--- src/rtl/pwm_capture.sv ---
// rtl/pwm_capture.sv - PWM period/high-time/duty measurement with brightness index and stuck-line timeout
module pwm_capture #(
  parameter int CNT_WIDTH      = 20,
  parameter int TIMEOUT_CYCLES = 1_000_000
) (
  input  logic                 clk,
  input  logic                 rst,
  input  logic                 pwm_in,
  output logic [CNT_WIDTH-1:0] period_cnt,
  output logic [CNT_WIDTH-1:0] high_cnt,
  output logic [6:0]           duty_pct,
  output logic [3:0]           duty_index,
  output logic                 meas_valid,
  output logic                 stuck,
  output logic                 overrun
);

  localparam int DIV_CYCLES = CNT_WIDTH + 7;
  localparam int DW         = CNT_WIDTH + 7;
  localparam int IW         = $clog2(DIV_CYCLES + 1);
  localparam logic [CNT_WIDTH-1:0] TIMEOUT_VAL = CNT_WIDTH'(TIMEOUT_CYCLES);

  typedef enum logic [1:0] {
    WAIT_RISE = 2'd0,
    MEAS_HIGH = 2'd1,
    MEAS_LOW  = 2'd2
  } state_t;

  logic                 s1, s2, s3;
  logic                 rise, fall;
  logic [CNT_WIDTH-1:0] cnt;
  logic [CNT_WIDTH-1:0] hi_lat;
  logic                 timeout;
  state_t               state, state_nxt;
  logic                 latch_hi, capture;

  logic                 div_busy;
  logic [IW-1:0]        div_iter;
  logic [CNT_WIDTH-1:0] div_p, div_h, div_rem;
  logic [DW-1:0]        div_dq;
  logic [CNT_WIDTH:0]   div_trial, div_diff;
  logic                 div_ge, div_last, div_start;
  logic [CNT_WIDTH:0]   rem_nxt;
  logic [DW-1:0]        dq_nxt;
  logic [DW-1:0]        dividend;
  logic [6:0]           quot;

  // Nearest-10 rounding minus one, clamped to 0..8: each threshold 15,25,..,85 adds one step.
  function automatic logic [3:0] to_index(input logic [6:0] q);
    logic [3:0] idx;
    idx = '0;
    for (int k = 1; k <= 8; k++) begin
      if (q >= 7'(10 * k + 5)) idx = 4'(k);
    end
    return idx;
  endfunction

  always_ff @(posedge clk or posedge rst) begin
    if (rst) begin
      s1 <= 1'b0;
      s2 <= 1'b0;
      s3 <= 1'b0;
    end else begin
      s1 <= pwm_in;
      s2 <= s1;
      s3 <= s2;
    end
  end

  assign rise = s2 & ~s3;
  assign fall = ~s2 & s3;

  always_ff @(posedge clk or posedge rst) begin
    if (rst) begin
      cnt <= '0;
    end else if (rise) begin
      cnt <= CNT_WIDTH'(1);
    end else if (cnt < TIMEOUT_VAL) begin
      cnt <= cnt + 1'b1;
    end
  end

  // An edge in the same cycle as the saturation point suppresses the timeout.
  assign timeout = (cnt == TIMEOUT_VAL) && !stuck && !rise && !fall;

  always_ff @(posedge clk or posedge rst) begin
    if (rst) state <= WAIT_RISE;
    else     state <= state_nxt;
  end

  always_comb begin
    state_nxt = state;
    if (timeout) begin
      state_nxt = WAIT_RISE;
    end else begin
      case (state)
        WAIT_RISE: if (rise) state_nxt = MEAS_HIGH;
        MEAS_HIGH: if (fall) state_nxt = MEAS_LOW;
        MEAS_LOW:  if (rise) state_nxt = MEAS_HIGH;
        default:   state_nxt = WAIT_RISE;
      endcase
    end
  end

  always_comb begin
    latch_hi = 1'b0;
    capture  = 1'b0;
    case (state)
      MEAS_HIGH: latch_hi = fall;
      MEAS_LOW:  capture  = rise;
      default: ;
    endcase
  end

  always_ff @(posedge clk or posedge rst) begin
    if (rst)           hi_lat <= '0;
    else if (latch_hi) hi_lat <= cnt;
  end

  // Restoring division of H*100 by P, one quotient bit per cycle shifted into div_dq.
  assign dividend  = DW'(hi_lat) * DW'(100);
  assign div_trial = {div_rem, div_dq[DW-1]};
  assign div_ge    = div_trial >= {1'b0, div_p};
  assign div_diff  = div_trial - {1'b0, div_p};
  assign rem_nxt   = div_ge ? div_diff : div_trial;
  assign dq_nxt    = {div_dq[DW-2:0], div_ge};
  assign div_last  = div_busy && (div_iter == IW'(DIV_CYCLES - 1));
  assign div_start = capture && !div_busy;
  assign quot      = dq_nxt[6:0];

  always_ff @(posedge clk or posedge rst) begin
    if (rst) begin
      div_busy <= 1'b0;
      div_iter <= '0;
      div_p    <= '0;
      div_h    <= '0;
      div_rem  <= '0;
      div_dq   <= '0;
    end else if (div_start) begin
      div_busy <= 1'b1;
      div_iter <= '0;
      div_p    <= cnt;
      div_h    <= hi_lat;
      div_rem  <= '0;
      div_dq   <= dividend;
    end else if (div_busy) begin
      div_rem  <= rem_nxt[CNT_WIDTH-1:0];
      div_dq   <= dq_nxt;
      div_iter <= div_iter + IW'(1);
      if (div_last) div_busy <= 1'b0;
    end
  end

  always_ff @(posedge clk or posedge rst) begin
    if (rst) begin
      period_cnt <= '0;
      high_cnt   <= '0;
      duty_pct   <= '0;
      duty_index <= '0;
      meas_valid <= 1'b0;
      stuck      <= 1'b0;
      overrun    <= 1'b0;
    end else begin
      meas_valid <= 1'b0;
      overrun    <= capture && div_busy;
      if (timeout) begin
        stuck      <= 1'b1;
        meas_valid <= 1'b1;
        period_cnt <= '0;
        high_cnt   <= '0;
        duty_pct   <= s2 ? 7'd100 : 7'd0;
        duty_index <= s2 ? 4'd8 : 4'd0;
      end else if (div_last) begin
        period_cnt <= div_p;
        high_cnt   <= div_h;
        duty_pct   <= quot;
        duty_index <= to_index(quot);
        meas_valid <= 1'b1;
        stuck      <= 1'b0;
      end
    end
  end

endmodule

--- config.mk ---
export PLATFORM = sky130hd
export DESIGN_NAME = pwm_capture
export DESIGN_NICKNAME = d
export VERILOG_FILES = /design/src/rtl/pwm_capture.sv
export SDC_FILE = /design/constraint.sdc
export NUM_CORES = 1
export LEC_CHECK = 0
export CORE_MARGIN = 3
export CORE_UTILIZATION = 57
export CTS_BUF_LIST = sky130_fd_sc_hd__clkbuf_2
export DETAILED_ROUTE_END_ITERATION = 8
export PLACE_DENSITY = 0.79
export SKIP_LAST_GASP = 1
export SYNTH_ARGS = -nofsm -noshare
export SYNTH_HDL_FRONTEND = slang
export SYNTH_SLANG_ARGS = --single-unit
--- constraint.sdc ---
create_clock -name clk -period 6.7 [get_ports clk]
set_input_delay 1.34 -clock clk [delete_from_list [all_inputs] [get_ports clk]]
set_output_delay 1.34 -clock clk [all_outputs]
set_load 0.1 [all_outputs]
Yosys cells after proc, flatten, opt, wreduce, memory -nomap -nowiden
Index checks and enable logic that the tools add are counted.
W data, S select, Z words.
{ "op_classes": {"n_addsub": 3, "n_mul": 1, "magnitude_cmp": 10, "n_eq_ne": 6, "mux": 40, "bitwise": 4, "n_reduce_logical": 16} }
{ "ops": {"columns": ["op", "count"], "rows": [
  ["$mux W20", 9],
  ["$mux W27", 2],
  ["$mux W4", 10],
  ["$mul A20 B5 Y25 const B", 1],
  ["$ge A21 B20 Y1", 1],
  ["$ge A7 B6 Y1 const B", 3],
  ["$ge A7 B7 Y1 const B", 3],
  ["$mux W7", 3],
  ["$add A20 B1 Y20 const B", 1],
  ["$eq A20 B20 Y1 const B", 1],
  ["$lt A20 B20 Y1 const B", 1],
  ["$sub A20 B20 Y20", 1],
  ["$mux W1", 10],
  ["$mux W5", 2],
  ["$ge A7 B4 Y1 const B", 1],
  ["$ge A7 B5 Y1 const B", 1],
  ["$logic_and A1 B1 Y1", 6],
  ["$mux W2", 3],
  ["$reduce_bool A2 Y1", 3],
  ["$add A5 B1 Y5 const B", 1],
  ["$eq A5 B5 Y1 const B", 1],
  ["$logic_not A1 Y1", 4],
  ["$pmux W2 S2", 1],
  ["$ne A3 B1 Y1 const B", 1],
  ["other kinds (8)", 10]
]} }
{ "word_totals": {"regBits": 192, "inputBits": 3, "elab_cells": 99} }

Depth between registers and ports, before layout
Gate-level depths: netlist of run 1.
{ "logic_depth": {"ltp_word": 12, "ltp_mapped": 15, "depth_no_buf": 15} }

Least setup slack after synthesis of run 1
No wires, ideal clock.
{ "synth_timing": {"kind": "register to register", "startpoint": "register hi_lat[3]", "endpoint": "register div_dq[25]", "setup_time_ns": 0.128, "t_arrival_ns": 3.544, "required_time_ns": 6.572, "setup_slack_ns": 3.028, "stages_incl_launch_ff": 15, "n_path_buf": 0, "cell_sequence": "dfrtp_1 ha_1 ha_1 inv_1 fa_1 inv_1 ha_1 a21o_1 a2111o_1 a31oi_4 o21ai_2 a41o_1 o41a_1 mux2i_1 nand3_1"} }
{ "synth_via": {"elab_chain_len": 2} }
{ "synth_lines": {"columns": ["item", "line", "source"], "rows": [
  ["from (decl)", "32", "logic [CNT_WIDTH-1:0] hi_lat;"],
  ["from (signal assigned)", "117", "else if (latch_hi) hi_lat <= cnt;"],
  ["$mul A20 B5 Y25", "121", "assign dividend = DW'(hi_lat) * DW'(100);"],
  ["$mux W27", "139", "end else if (div_start) begin"],
  ["to (signal assigned)", "145", "div_dq <= dividend;"],
  ["to (signal assigned)", "148", "div_dq <= dq_nxt;"],
  ["to (decl)", "40", "logic [DW-1:0] div_dq;"]
]} }
Every way passes these cells.
A chain may end at the register's enable or synchronous reset.

Worst setup path after layout of run 1
{ "layout_timing": {"startpoint": "register hi_lat[3]", "endpoint": "register div_dq[26]"} }
Same word-level chain as after synthesis.

==> impl_metrics.xml, run 1 <==
<?xml version="1.0" encoding="UTF-8"?>
<metrics>
  <group name="status">
    <metric name="run_status" unit="">finished clean</metric>
  </group>
  <group name="setup_path">
    <metric name="critical_path_class" unit="">register to register</metric>
    <metric name="required" unit="ns">7.42</metric>
    <metric name="timing.reg2reg.setup_slack" unit="ns">2.74</metric>
    <metric name="rr_worst_depth" unit="">15</metric>
    <metric name="crit-reg2reg-capture" unit="">div_dq[26]</metric>
    <metric name="startpoint_type" unit="">register</metric>
    <metric name="timing.rr.start" unit="">hi_lat[3]</metric>
    <metric name="arrival" unit="ns">4.68</metric>
    <metric name="critical_path_peak_fanout" unit="">5</metric>
    <metric name="critPathCaptureType" unit="">register</metric>
  </group>
  <group name="sta">
    <metric name="timing.setup.tns" unit="ns">0</metric>
    <metric name="max_freq" unit="MHz">252</metric>
    <metric name="skew" unit="ns">0.0335</metric>
    <metric name="final-max-slew-violation-count" unit="">0</metric>
    <metric name="period_share" unit="%">59.1</metric>
    <metric name="hold_viol_final" unit="">0</metric>
    <metric name="timing_worst_slew_pin_value" unit="ns">1.03</metric>
    <metric name="rsz_0062_raised_after_global_routing" unit="">no</metric>
    <metric name="finalWorstPathRequiredPeriod" unit="ns">3.96</metric>
    <metric name="relSlewSlack" unit="%">31.5</metric>
    <metric name="setup-violations-final" unit="">0</metric>
  </group>
  <group name="min_path">
    <metric name="hold_path_depth" unit="">0</metric>
    <metric name="worst_hold_startpoint" unit="">s1</metric>
    <metric name="hold_path_end" unit="">s2</metric>
    <metric name="worst_min_delay_path_category" unit="">register to register</metric>
  </group>
  <group name="pwr">
    <metric name="vdd.ir_drop.worst" unit="uV">130</metric>
    <metric name="comb_power_share" unit="%">42.7</metric>
    <metric name="switching_share" unit="%">41.8</metric>
    <metric name="internal-power" unit="W">0.00224</metric>
    <metric name="share_seq_of_total_power" unit="%">41.3</metric>
    <metric name="power.leakage" unit="nW">5.80</metric>
    <metric name="net-switching-power" unit="W">0.00161</metric>
    <metric name="cellPowerDensity" unit="nW/um2">316</metric>
    <metric name="power.share.clock" unit="%">16.0</metric>
    <metric name="design_power_total" unit="W">0.00386</metric>
  </group>
  <group name="synth">
    <metric name="number_of_enable_flip_flop_cells_after_synthesis" unit="">0</metric>
    <metric name="synthFlopType" unit="">dfrtp_1</metric>
    <metric name="synth-seq-cells" unit="">192</metric>
    <metric name="netlist-cell-type-count" unit="">66</metric>
    <metric name="synthesis.area_per_instance" unit="um2">9.08</metric>
    <metric name="asyncSetResetFlopFracSynth" unit="%">100</metric>
    <metric name="synthDominantAreaCellType" unit="">dfrtp_1</metric>
    <metric name="yosysWarnings" unit="">0</metric>
    <metric name="largest_family_of_logic_cells_by_synthesized_area" unit="">compound AO/OA/AOI/OAI gates</metric>
    <metric name="syn-num-nets" unit="">1341</metric>
    <metric name="yosysMostFrequentCell" unit="">nand2_1</metric>
    <metric name="yosys.area.top_type_share" unit="%">42.9</metric>
    <metric name="synthTopCellsByArea" unit="">dfrtp_1, ha_1, nand2_1, a21oi_1, o21ai_0</metric>
    <metric name="mappedNetlistArea" unit="um2">11200</metric>
    <metric name="synth_compound_area_share" unit="%">15.9</metric>
    <metric name="yosys.area_share.xor_xnor" unit="%">3.28</metric>
    <metric name="yosys-mux-area-fraction" unit="%">3.87</metric>
    <metric name="number_of_cells_produced_by_synthesis" unit="">1234</metric>
    <metric name="ys_seq_area_share" unit="%">42.9</metric>
    <metric name="synth-simple-area-share" unit="%">15.4</metric>
    <metric name="synth_commonest_cells" unit="">nand2_1, dfrtp_1, inv_1, a21oi_1, o21ai_0</metric>
    <metric name="synth-adder-area-share" unit="%">12.8</metric>
  </group>
  <group name="cts">
    <metric name="holdBufCountCts" unit="">0</metric>
    <metric name="cts_buffer_depth" unit="">2</metric>
    <metric name="cts.repair.resized" unit="">0</metric>
    <metric name="path_clk_slew" unit="ns">0.27</metric>
    <metric name="clk-insertion-delay-late" unit="ns">0.79</metric>
    <metric name="clockRootBuffer" unit="">clkbuf_2</metric>
    <metric name="cts-buffers-inserted" unit="">17</metric>
    <metric name="clock_tree_from_tritoncts" unit="">built</metric>
    <metric name="clock_sinks" unit="">192</metric>
    <metric name="postCtsSetupBuffers" unit="">0</metric>
    <metric name="clock_tree.htree_level_count" unit="">4</metric>
  </group>
  <group name="final_layout">
    <metric name="area.growth.synth_to_final" unit="%">8.87</metric>
    <metric name="final_nets" unit="">1363</metric>
    <metric name="ratio_of_cells_with_drive_above_1_in_the_final_layout" unit="%">6.93</metric>
    <metric name="final_area" unit="um2">12200</metric>
  </group>
  <group name="floorplanning">
    <metric name="io_pins" unit="">57</metric>
    <metric name="design.die.area" unit="um2">21400</metric>
    <metric name="die_h" unit="um">146</metric>
    <metric name="initial_utilization" unit="%">58.9</metric>
    <metric name="floorplan.die.width" unit="um">146</metric>
    <metric name="core_area" unit="um2">19000</metric>
    <metric name="num_rows" unit="">50</metric>
  </group>
  <group name="grt">
    <metric name="antenna_found_initial" unit="">1</metric>
    <metric name="grt_pass1_wl" unit="um">41900</metric>
    <metric name="grt_pass1_vias" unit="">8305</metric>
    <metric name="grt_max_degree" unit="">139</metric>
    <metric name="grt_usage" unit="%">24.1</metric>
    <metric name="grt-ovfl-total" unit="">0</metric>
  </group>
  <group name="route">
    <metric name="drt-wirelength-per-cell" unit="um">16.5</metric>
    <metric name="post_drt_via_cell_ratio" unit="">5.73</metric>
    <metric name="final_antenna_net_count" unit="">0</metric>
    <metric name="first_iteration_detailed_routing_drc_count" unit="">654</metric>
    <metric name="detail_route.wirelength" unit="um">25200</metric>
    <metric name="drtPass1Iterations" unit="">5</metric>
    <metric name="drc" unit="">0</metric>
    <metric name="count_of_vias_placed_by_the_detailed_router" unit="">8769</metric>
  </group>
  <group name="placement">
    <metric name="port-buffer-count" unit="">56</metric>
    <metric name="hpwlAfterDp" unit="um">18000</metric>
    <metric name="place.gp.congestion" unit="">0.897</metric>
    <metric name="placed_area" unit="um2">11900</metric>
  </group>
  <group name="run">
    <metric name="maxCapViolCount" unit="">0</metric>
  </group>
</metrics>
area by class of cell:
cell class | instances | area [um2]
timing repair buffer | 64 | 621
antenna | 1 | 2.50
sequential | 192 | 4810
clock inverter | 14 | 174
inverter | 112 | 428
multi-input combinational | 869 | 5760
clock buffer | 18 | 90.1
tap | 260 | 325
fill | 1575 | 6810
logic make-up after synthesis:
family | after synthesis
simple gates | 385
compound gates | 297
flops | 192
buf+inv | 173
fa+ha+maj | 105
xor+xnor | 42
mux | 40
how the worst max path moves through the flow:
stage	from	depth (start not counted)	endpoint
floorplan	rst	1	cnt[0]
global placement	hi_lat[3]	14	div_dq[25]
detailed placement	hi_lat[3]	14	div_dq[25]
CTS	hi_lat[3]	15	div_dq[26]
global route	hi_lat[5]	15	div_dq[26]
finish	hi_lat[3]	15	div_dq[26]
critical path: stages, from the launching register on:
cell and delay (ns):
dfrtp_1 0.50, ha_1 0.31, ha_1 0.28, inv_1 0.05
fa_1 0.50, inv_1 0.04, ha_1 0.36, nand3_1 0.13
o2111ai_1 0.33, nand4_1 0.18, a21boi_0 0.30, o21ai_0 0.22
o21ai_0 0.31, xor2_1 0.17, mux2i_1 0.08, o21ai_0 0.15
metrics by stage:
stage               instances  hold slack [ns]  util (%)  setup WS, ns
floorplan                1234            0.331         -         0.133
global placement         1497            0.384      62.8          2.89
detailed placement       1497            0.379      62.8          2.83
CTS                      1529            0.457      64.2          2.72
global route             1530            0.459      64.2          2.50
finish                   1530            0.461      64.2          2.74
power by group through the flow:
stage               combinational (W)  clock, W  sequential [W]
floorplan                     0.00134         0         0.00156
global placement              0.00160         0         0.00160
detailed placement            0.00164         0         0.00161
CTS                           0.00165  0.000633         0.00159
global route                  0.00187  0.000686         0.00162
finish                        0.00165  0.000616         0.00159
registers in the layout, summed over array words and instances (netlist names), 2 cells and up:
register    flops
period_cnt     20
div_iter        5
div_dq         27
state           2
div_h          20
cnt            20
duty_index      4
div_rem        20
div_p          20
hi_lat         20
duty_pct        7
high_cnt       20
cells in the final DEF, fill, tap and decap left out, drive strengths merged, types with 3 or more instances in the layout:
master and count:
mux2 27, or3 11, ha 88, and2 3, o21ai 95, o21bai 5
a21o 22, o22ai 7, dfrtp 192, nor2 67, or4 3, nand4 15
o41a 3, buf 8, o31ai 6, and3 12, xnor2 27, clkbuf 18
o21a 4, mux2i 13, fa 16, and4 3, nor4 4, o211ai 9
nor2b 6, clkdlybuf4s50 56, inv 118, a31oi 12, a21oi 111, o2111ai 3
nand3 21, clkinv 4, nand2b 10, nor3 17, nand2 208, xor2 15
a211o 3
routing by layer:
layer	track usage, %	wire length, um	vias up
li1	-	-	4261
met1	33.2	11400	4197
met2	38.9	11900	261
met3	3.72	1170	50
met4	8.89	756	0
met5	0	0	-
(Power assumes the default switching activity.)
==> run 2: changes to the inputs <==
--- a/config.mk
+++ b/config.mk
@@ -6,10 +6,10 @@
 export NUM_CORES = 1
 export LEC_CHECK = 0
 export CORE_MARGIN = 3
-export CORE_UTILIZATION = 57
+export CORE_UTILIZATION = 60
 export CTS_BUF_LIST = sky130_fd_sc_hd__clkbuf_2
 export DETAILED_ROUTE_END_ITERATION = 8
-export PLACE_DENSITY = 0.79
+export PLACE_DENSITY = 0.8
 export SKIP_LAST_GASP = 1
 export SYNTH_ARGS = -nofsm -noshare
 export SYNTH_HDL_FRONTEND = slang
==> constraint.sdc (replaced) <==
create_clock -name clk -period 3.7 [get_ports clk]
set_input_delay 0.74 -clock clk [delete_from_list [all_inputs] [get_ports clk]]
set_output_delay 0.74 -clock clk [all_outputs]
set_load 0.1 [all_outputs]
==> impl_metrics.xml, run 2 (synthesized netlist as in run 1, its figures left out) <==
<?xml version="1.0" encoding="UTF-8"?>
<metrics>
  <group name="pwr">
    <metric name="vdd.ir_drop.worst" unit="uV">302</metric>
    <metric name="power.leakage" unit="nW">5.89</metric>
    <metric name="design_power_total" unit="W">0.00714</metric>
    <metric name="cellPowerDensity" unit="nW/um2">573</metric>
  </group>
  <group name="grt">
    <metric name="grt_max_degree" unit="">66</metric>
    <metric name="grt-ovfl-total" unit="">0</metric>
    <metric name="antenna_found_initial" unit="">1</metric>
    <metric name="grt_usage" unit="%">26.8</metric>
    <metric name="grt_pass1_vias" unit="">8590</metric>
    <metric name="grt_pass1_wl" unit="um">43500</metric>
  </group>
  <group name="route">
    <metric name="count_of_vias_placed_by_the_detailed_router" unit="">9091</metric>
    <metric name="drtPass1Iterations" unit="">5</metric>
    <metric name="post_drt_via_cell_ratio" unit="">5.97</metric>
    <metric name="final_antenna_net_count" unit="">0</metric>
    <metric name="detail_route.wirelength" unit="um">26900</metric>
    <metric name="first_iteration_detailed_routing_drc_count" unit="">777</metric>
    <metric name="drc" unit="">0</metric>
    <metric name="drt-wirelength-per-cell" unit="um">17.7</metric>
  </group>
  <group name="final_layout">
    <metric name="final.fill_count" unit="">1433</metric>
    <metric name="final_common_cell" unit="">nand2_1</metric>
    <metric name="largest-register" unit="">div_dq</metric>
    <metric name="final_nets" unit="">1388</metric>
    <metric name="final_util" unit="%">68.6</metric>
    <metric name="ratio_of_cells_with_drive_above_1_in_the_final_layout" unit="%">10.1</metric>
    <metric name="layout.cells.most_common_list" unit="">nand2_1, dfrtp_1, inv_1</metric>
    <metric name="area.growth.synth_to_final" unit="%">11.1</metric>
    <metric name="largest_register_ffs" unit="">27</metric>
  </group>
  <group name="placement">
    <metric name="port-buffer-count" unit="">56</metric>
    <metric name="place.gp.congestion" unit="">0.920</metric>
    <metric name="hpwlAfterDp" unit="um">19300</metric>
  </group>
  <group name="cts">
    <metric name="clockRootBuffer" unit="">clkbuf_2</metric>
    <metric name="cts_buffer_depth" unit="">2</metric>
    <metric name="cts-buffers-inserted" unit="">17</metric>
    <metric name="clock_sinks" unit="">192</metric>
    <metric name="holdBufCountCts" unit="">0</metric>
    <metric name="clock_tree_from_tritoncts" unit="">built</metric>
    <metric name="path_clk_slew" unit="ns">0.30</metric>
    <metric name="clk-insertion-delay-late" unit="ns">0.80</metric>
    <metric name="clock_tree.htree_level_count" unit="">4</metric>
  </group>
  <group name="setup_path">
    <metric name="rr_worst_depth" unit="">14</metric>
    <metric name="critical_path_peak_fanout" unit="">3</metric>
    <metric name="startpoint_type" unit="">register</metric>
    <metric name="arrival" unit="ns">4.40</metric>
    <metric name="critical_path_class" unit="">register to register</metric>
    <metric name="required" unit="ns">4.41</metric>
    <metric name="critPathCaptureType" unit="">register</metric>
  </group>
  <group name="sta">
    <metric name="skew" unit="ns">0.0462</metric>
    <metric name="timing.setup.tns" unit="ns">0</metric>
    <metric name="setup-violations-final" unit="">0</metric>
    <metric name="fin_worst_hold_slack" unit="ns">0.302</metric>
    <metric name="final-max-slew-violation-count" unit="">0</metric>
    <metric name="max_freq" unit="MHz">271</metric>
    <metric name="relSlewSlack" unit="%">33.1</metric>
    <metric name="timing_worst_slew_pin_value" unit="ns">1.00</metric>
    <metric name="period_share" unit="%">99.9</metric>
    <metric name="hold_viol_final" unit="">0</metric>
    <metric name="finalWorstPathRequiredPeriod" unit="ns">3.70</metric>
  </group>
  <group name="floorplanning">
    <metric name="initial_utilization" unit="%">61.8</metric>
    <metric name="design.die.area" unit="um2">20400</metric>
    <metric name="die_h" unit="um">143</metric>
    <metric name="io_pins" unit="">57</metric>
    <metric name="core_area" unit="um2">18100</metric>
    <metric name="num_rows" unit="">49</metric>
    <metric name="floorplan.die.width" unit="um">143</metric>
  </group>
  <group name="min_path">
    <metric name="worst_min_delay_path_category" unit="">input pin to async pin</metric>
  </group>
  <group name="status">
    <metric name="run_status" unit="">finished clean</metric>
  </group>
  <group name="run">
    <metric name="maxCapViolCount" unit="">0</metric>
  </group>
</metrics>
## run 2: changes by cell type in the layout (fill, tap and decap cells not counted), moves of 5 or more
cell	before	now
buf_4	8	29
dfrtp_2	1	6
ha_4	0	5
ha_1	88	81
dfrtp_1	191	186
## run 2: final timing paths
path | startpoint | end | slack, ns
max in group asynchronous | rst | div_iter[1] | 2.65
hold reg to reg | s1 | s2 | 0.46
setup / recovery | hi_lat[3] | div_dq[25] | 0.005
setup reg to reg | hi_lat[3] | div_dq[25] | 0.005
hold / removal | rst | hi_lat[15] | 0.30
min in group clk | pwm_in | s1 | 0.33
## run 2: per-stage QoR
| stage | area, um2 | setup slack (ns) | std cells |
|---|---|---|---|
| floorplan | 11200 | 0.0282 | 1234 |
| detailed placement | 12100 | -0.117 | 1483 |
| finish | 12500 | 0.00465 | 1524 |
| global route | 12500 | -0.0961 | 1524 |
| global placement | 12100 | 0.0240 | 1483 |
| CTS | 12300 | -0.0229 | 1516 |
## run 2: what timing repair did
item,CTS,global route
endpoints found under the setup margin,4,10
pin swaps,4,12
buffers inserted,1,7
gates resized for setup,3,22
## run 2: layout make-up
type                            count  area, um2  share of cell area [%]
Antenna cell                        1       2.50                  0.0201
Clock buffer                       18       90.1                   0.723
Clock inverter                     14        126                    1.01
Inverter                          112        424                    3.41
Multi-Input combinational cell    869       5860                    47.1
Sequential cell                   192       4810                    38.6
Tap cell                          229        287                    2.30
Timing Repair Buffer               89        850                    6.82
## run 2: critical path: stages, from the launching register on
cell and delay (ns):
dfrtp_2 0.51, ha_4 0.24, ha_1 0.28, inv_1 0.09
fa_1 0.43, inv_1 0.11, ha_4 0.20, a21o_1 0.19
a2111o_1 0.45, a31oi_4 0.20, o21ai_2 0.08, a41o_1 0.21
o41a_1 0.33, mux2i_1 0.19, nand3_1 0.09
## run 2: report_power, final
group | switching, W | total (W) | internal, W | leakage (nW)
Combinational | 0.00183 | 0.00322 | 0.00139 | 3.19
Clock | 0.000786 | 0.000989 | 0.000203 | 0.125
Sequential | 0.000454 | 0.00293 | 0.00248 | 2.58
Total | 0.00307 | 0.00714 | 0.00407 | 5.89
## run 2: routing by layer
layer	wire, um	track usage (%)
met1	11400	37.1
met2	13200	43.9
met3	1560	3.65
met4	758	8.95
met5	0	0
